`src/rtl/alarm_sequencer.sv`:
```
// Alarm sequencer: arms on the user switch, rings on a new alarm-time match,
// handles a limited number of snoozes and selects what the display shows.
//
// state    | meaning
// ---------+----------------------------------------------------------
// OFF      | alarm switch off, everything cleared
// ARMED    | waiting for a fresh rising edge of the alarm-time match
// RINGING  | buzzer toggling each second, ring_cnt counts seconds rung
// SNOOZING | buzzer silent, snooze_left counts down to the next ring
module alarm_sequencer #(
   parameter int SNOOZE_SECS = 540,
   parameter int RING_SECS   = 60,
   parameter int MAX_SNOOZE  = 3,
   parameter int SHOW_SECS   = 5
) (
   input  logic       Clock_1sec,
   input  logic       reset,
   input  logic       alarm,
   input  logic       arm,
   input  logic       snooze_btn,
   input  logic       stop_btn,
   input  logic       show_btn,
   input  logic       set_mode,
   output logic       alarm_enable,
   output logic       buzzer,
   output logic [1:0] display_state,
   output logic [9:0] snooze_left,
   output logic [1:0] snooze_count
);

   typedef enum logic [1:0] {OFF, ARMED, RINGING, SNOOZING} state_t;

   state_t      state, state_nxt;
   logic [7:0]  ring_cnt, ring_nxt;
   logic [9:0]  snooze_nxt;
   logic [1:0]  count_nxt;
   logic [3:0]  show_cnt, show_nxt;
   logic        alarm_prev;
   logic        show_prev;
   logic        alarm_rise;
   logic        snooze_event;

   assign alarm_rise = alarm & ~alarm_prev;

   // Next-state and counter values; outputs are registered from these so
   // they describe the state being entered, not the one being left.
   always_comb begin
      state_nxt    = state;
      ring_nxt     = ring_cnt;
      snooze_nxt   = snooze_left;
      count_nxt    = snooze_count;
      snooze_event = 1'b0;

      if (!arm) begin
         state_nxt  = OFF;
         ring_nxt   = 8'd0;
         snooze_nxt = 10'd0;
         count_nxt  = 2'd0;
      end else begin
         case (state)
            OFF: begin
               state_nxt = ARMED;
            end
            ARMED: begin
               if (alarm_rise) begin
                  state_nxt = RINGING;
                  ring_nxt  = 8'd0;
                  count_nxt = 2'd0;
               end
            end
            RINGING: begin
               if (stop_btn) begin
                  state_nxt = ARMED;
                  ring_nxt  = 8'd0;
               end else if (snooze_btn || (ring_cnt == 8'(RING_SECS - 1))) begin
                  snooze_event = 1'b1;
               end else if (ring_cnt != 8'hFF) begin
                  ring_nxt = ring_cnt + 8'd1;
               end
               if (snooze_event) begin
                  ring_nxt = 8'd0;
                  if (snooze_count < 2'(MAX_SNOOZE)) begin
                     state_nxt  = SNOOZING;
                     snooze_nxt = 10'(SNOOZE_SECS);
                     count_nxt  = snooze_count + 2'd1;
                  end else begin
                     state_nxt = ARMED;
                  end
               end
            end
            SNOOZING: begin
               if (stop_btn) begin
                  state_nxt  = ARMED;
                  snooze_nxt = 10'd0;
               end else if (snooze_left <= 10'd1) begin
                  state_nxt  = RINGING;
                  ring_nxt   = 8'd0;
                  snooze_nxt = 10'd0;
               end else begin
                  snooze_nxt = snooze_left - 10'd1;
               end
            end
            default: begin
               state_nxt = OFF;
            end
         endcase
      end

      if (show_btn && !show_prev) begin
         show_nxt = 4'(SHOW_SECS);
      end else if (show_cnt != 4'd0) begin
         show_nxt = show_cnt - 4'd1;
      end else begin
         show_nxt = 4'd0;
      end
   end

   // State, counters and registered outputs; reset silences the buzzer at once.
   always_ff @(posedge Clock_1sec or posedge reset) begin
      if (reset) begin
         state         <= OFF;
         ring_cnt      <= 8'd0;
         snooze_left   <= 10'd0;
         snooze_count  <= 2'd0;
         show_cnt      <= 4'd0;
         alarm_prev    <= 1'b0;
         show_prev     <= 1'b0;
         buzzer        <= 1'b0;
         alarm_enable  <= 1'b0;
         display_state <= 2'b00;
      end else begin
         state        <= state_nxt;
         ring_cnt     <= ring_nxt;
         snooze_left  <= snooze_nxt;
         snooze_count <= count_nxt;
         show_cnt     <= show_nxt;
         alarm_prev   <= alarm;
         show_prev    <= show_btn;
         buzzer       <= (state_nxt == RINGING) && !ring_nxt[0];
         alarm_enable <= (state_nxt != OFF);
         if (set_mode)
            display_state <= 2'b10;
         else if ((state_nxt == RINGING) || (show_nxt != 4'd0))
            display_state <= 2'b01;
         else
            display_state <= 2'b00;
      end
   end

endmodule

```
`config.mk`:
```
export PLATFORM = sky130hd
export DESIGN_NAME = alarm_sequencer
export DESIGN_NICKNAME = d
export VERILOG_FILES = /design/src/rtl/alarm_sequencer.sv
export SDC_FILE = /design/constraint.sdc
export NUM_CORES = 1
export LEC_CHECK = 0
export CORE_ASPECT_RATIO = 0.7
export CORE_MARGIN = 2
export CORE_UTILIZATION = 31
export CTS_BUF_LIST = sky130_fd_sc_hd__clkbuf_16
export DETAILED_ROUTE_END_ITERATION = 16
export MAX_ROUTING_LAYER = met4
export SYNTH_ARGS = -nofsm -noshare
export SYNTH_HDL_FRONTEND = slang
export SYNTH_SLANG_ARGS = --single-unit
```
`constraint.sdc`:
```
create_clock -name Clock_1sec -period 4.75 [get_ports Clock_1sec]
set_input_delay 1.425 -clock Clock_1sec [delete_from_list [all_inputs] [get_ports Clock_1sec]]
set_output_delay 1.425 -clock Clock_1sec [all_outputs]
set_load 0.05 [all_outputs]
```
==> impl_metrics.json <==
{
  "cp-start-kind": "input port",
  "placed_area_sq_um": 2330,
  "cts_buffers": 5,
  "relSlewSlack_pct": 37.5,
  "synth-edff-count": 0,
  "antenna_found_initial": 0,
  "critPathArrivalTime_ps": 3650,
  "clk_path_buf_depth": 2,
  "cts_sinks": 32,
  "fin_area_sq_um": 2460,
  "yosysTopAreaCellShare_pct": 40.1,
  "peakVddDrop_v": 0.000146,
  "drv_cap": 0,
  "wirelength_um": 4800,
  "via_per_inst": 5.40,
  "antenna_left": 0,
  "diodes": 0,
  "gp_congestion": 0.854,
  "drc": 0,
  "synth_ff_type": "dfrtp_1",
  "required_ps": 4930,
  "rsz0062_at_grt": "false",
  "ys_seq_elements": 32,
  "cp-end-kind": "flop",
  "synthToLayoutAreaGrowth_pct": 23.2,
  "cts.repair.resized": 0,
  "portBuffers": 23,
  "grt_overflow": 0,
  "wl_per_cell_um": 14.4,
  "met1Wirelength_um": 2600,
  "synthTopCellsByArea": "dfrtp_1 40%, ha_1 5.6%, inv_1 4.1%, nand2_1 3.9%, a21oi_1 3.8%",
  "dieArea_sq_um": 7110,
  "status": "finished, final reports clean",
  "drv_slew": 0,
  "drtIter0Drc": 145,
  "grt_pass1_vias": 1704,
  "dpl.hpwl_um": 3460,
  "ios": 24,
  "highest_layer": "met4",
  "dpl.cell_count": 327,
  "syn_nets": 244,
  "fin_skew_ps": 6.59,
  "fin_crit_ps": 3470,
  "htreeDepth": 2,
  "std_cell_rows": 24,
  "synthCells": 227,
  "nFillCells": 619,
  "p_per_area_nw_per_um2": 333,
  "grt_pass1_wl_um": 8340,
  "post_cts_buffers": 0,
  "num-nets-final": 273,
  "min_path_type": "flop to flop",
  "grt_start_max_net_pins": 33,
  "yosysUniqueCellTypes": 49,
  "hold_violations": 0,
  "synth_area_sq_um": 2000,
  "cts_tree": "yes",
  "drt_pass1_iterations": 4,
  "met2_length_um": 1920,
  "ys_warn_count": 0,
  "clk_pin_slew_ps": 50,
  "power_mw": 0.820,
  "dieWidth_um": 100,
  "async_flop_share_pct": 100,
  "synthesis.area_per_instance_sq_um": 8.80,
  "setup_viol": 0,
  "die_y_um": 71.2,
  "critical_path_class": "input port to flop",
  "wl_met3_um": 245,
  "core_sq_um": 6220,
  "whs_ps": 529,
  "drive_above_1_share_pct": 5.47,
  "yosys.area.top_type": "dfrtp_1",
  "leakage_nw": 1.01,
  "worstSkewPairLatency_ps": 270,
  "yosysSeqAreaShare_pct": 40.1,
  "period_share_pct": 73.1,
  "cts_root_buf": "clkbuf_16",
  "max_freq_mhz": 288,
  "grt_usage_pct": 15.1,
  "start_util_pct": 32.1,
  "vias": 1804,
  "tightest_slew_ps": 935,
  "worstPathMaxFanout": 9,
  "cts_hold_buf": 0,
  "instances_no_fill": 334,
  "fin_tns_setup_ps": 0
}
==> path summary, 6_finish.rpt <==
path	from	endpoint	slack [ps]	depth (start not counted)
min in group asynchronous	reset	state[1]$_DFF_PP0_	1540	3
max in group asynchronous	reset	ring_cnt[3]$_DFFE_PP0P_	2900	3
max reg2reg	ring_cnt[0]$_DFF_PP0_	display_state[0]$_DFF_PP0_	2210	6
max	stop_btn	ring_cnt[5]$_DFFE_PP0P_	1280	6
min reg2reg	show_cnt[0]$_DFF_PP0_	show_cnt[0]$_DFF_PP0_	530	1
min	show_cnt[0]$_DFF_PP0_	show_cnt[0]$_DFF_PP0_	530	1
==> worst max-delay path: stages <==
cell and delay, ps:
clkdlybuf4s50_1 560, or4b_1 580, nor4_4 310, o21ai_1 170
or3_4 380, o31ai_1 230
==> cell usage after synthesis (2+ instances only) <==
library cell  count
a21boi_0          4
a21o_1            2
a21oi_1          15
a2bb2oi_1         2
and2_1            2
and3_1            2
clkbuf_1          2
dfrtp_1          32
ha_1              9
inv_1            22
nand2_1          21
nand2b_1          4
nand3_1           2
nand4_1           2
nor2_1           13
nor2b_1           3
nor3_1           11
nor3b_1           5
nor4_1            4
o211ai_1          2
o21a_1            3
o21ai_0          15
o21ai_1           2
o22ai_1           3
o31ai_1          10
o41ai_1           5
or2_2             2
or3_1             3
or4_1             5
==> state kept, by name, summed over array words and instances, names as in the netlist <==
signal,flops
alarm_enable,1
snooze_count,2
show_prev,1
ring_cnt,8
state,2
show_cnt,4
alarm_prev,1
buzzer,1
snooze_left,10
display_state,2
==> cells in the final DEF, fill, tap and decap left out, drive strengths merged, types with 4 or more instances in the layout <==
master	synthesis	routed
nor2	13	13
or4	5	5
inv	22	22
nand2b	4	4
or3	4	4
o31ai	10	10
o41ai	5	5
a21oi	15	15
dfrtp	32	32
o21ai	17	17
nand2	21	21
a21boi	4	4
nor3	12	12
clkbuf	2	5
nor3b	5	5
ha	9	9
clkdlybuf4s50	0	23
nor4	5	5
==> per-stage QoR <==
stage	worst slack (ps)	utilization (%)
2_1_floorplan	1590	-
3_3_place_gp	1060	37.5
3_5_place_dp	989	37.5
4_1_cts	1280	39.6
5_1_grt	1100	39.6
6_report	1280	39.6
==> power breakdown <==
group          switching (mW)  internal (mW)
Clock                   0.111          0.187
Sequential             0.0249          0.299
Combinational           0.120         0.0779
Total                   0.256          0.564
==> logic make-up (layout without fill, tap and decap cells) <==
family	after synthesis	count (layout)	share of synthesized area, %
mux	1	1	0.501
xor+xnor	1	1	0.438
buf+inv	25	54	4.76
fa+ha+maj	9	9	5.64
flops	32	32	40.1
compound gates	72	72	23.7
simple gates	87	87	24.9
==> metal layers <==
metal  vias up  GRT usage [%]
li1        897              -
met1       850           22.6
met2        52           20.6
met5         -              -
met3         5           3.85
met4         0           3.20
==> area by class of cell <==
type                       instances  area, sq um  share of cell area [%]
timing repair buffer              25          245                    9.96
inverter                          22         82.6                    3.36
clock inverter                     2         7.51                   0.305
tap                               78         97.6                    3.97
multi-input combinational        170         1100                    44.8
clock buffer                       5          125                    5.08
sequential                        32          801                    32.5
(Power assumes the default switching activity.)
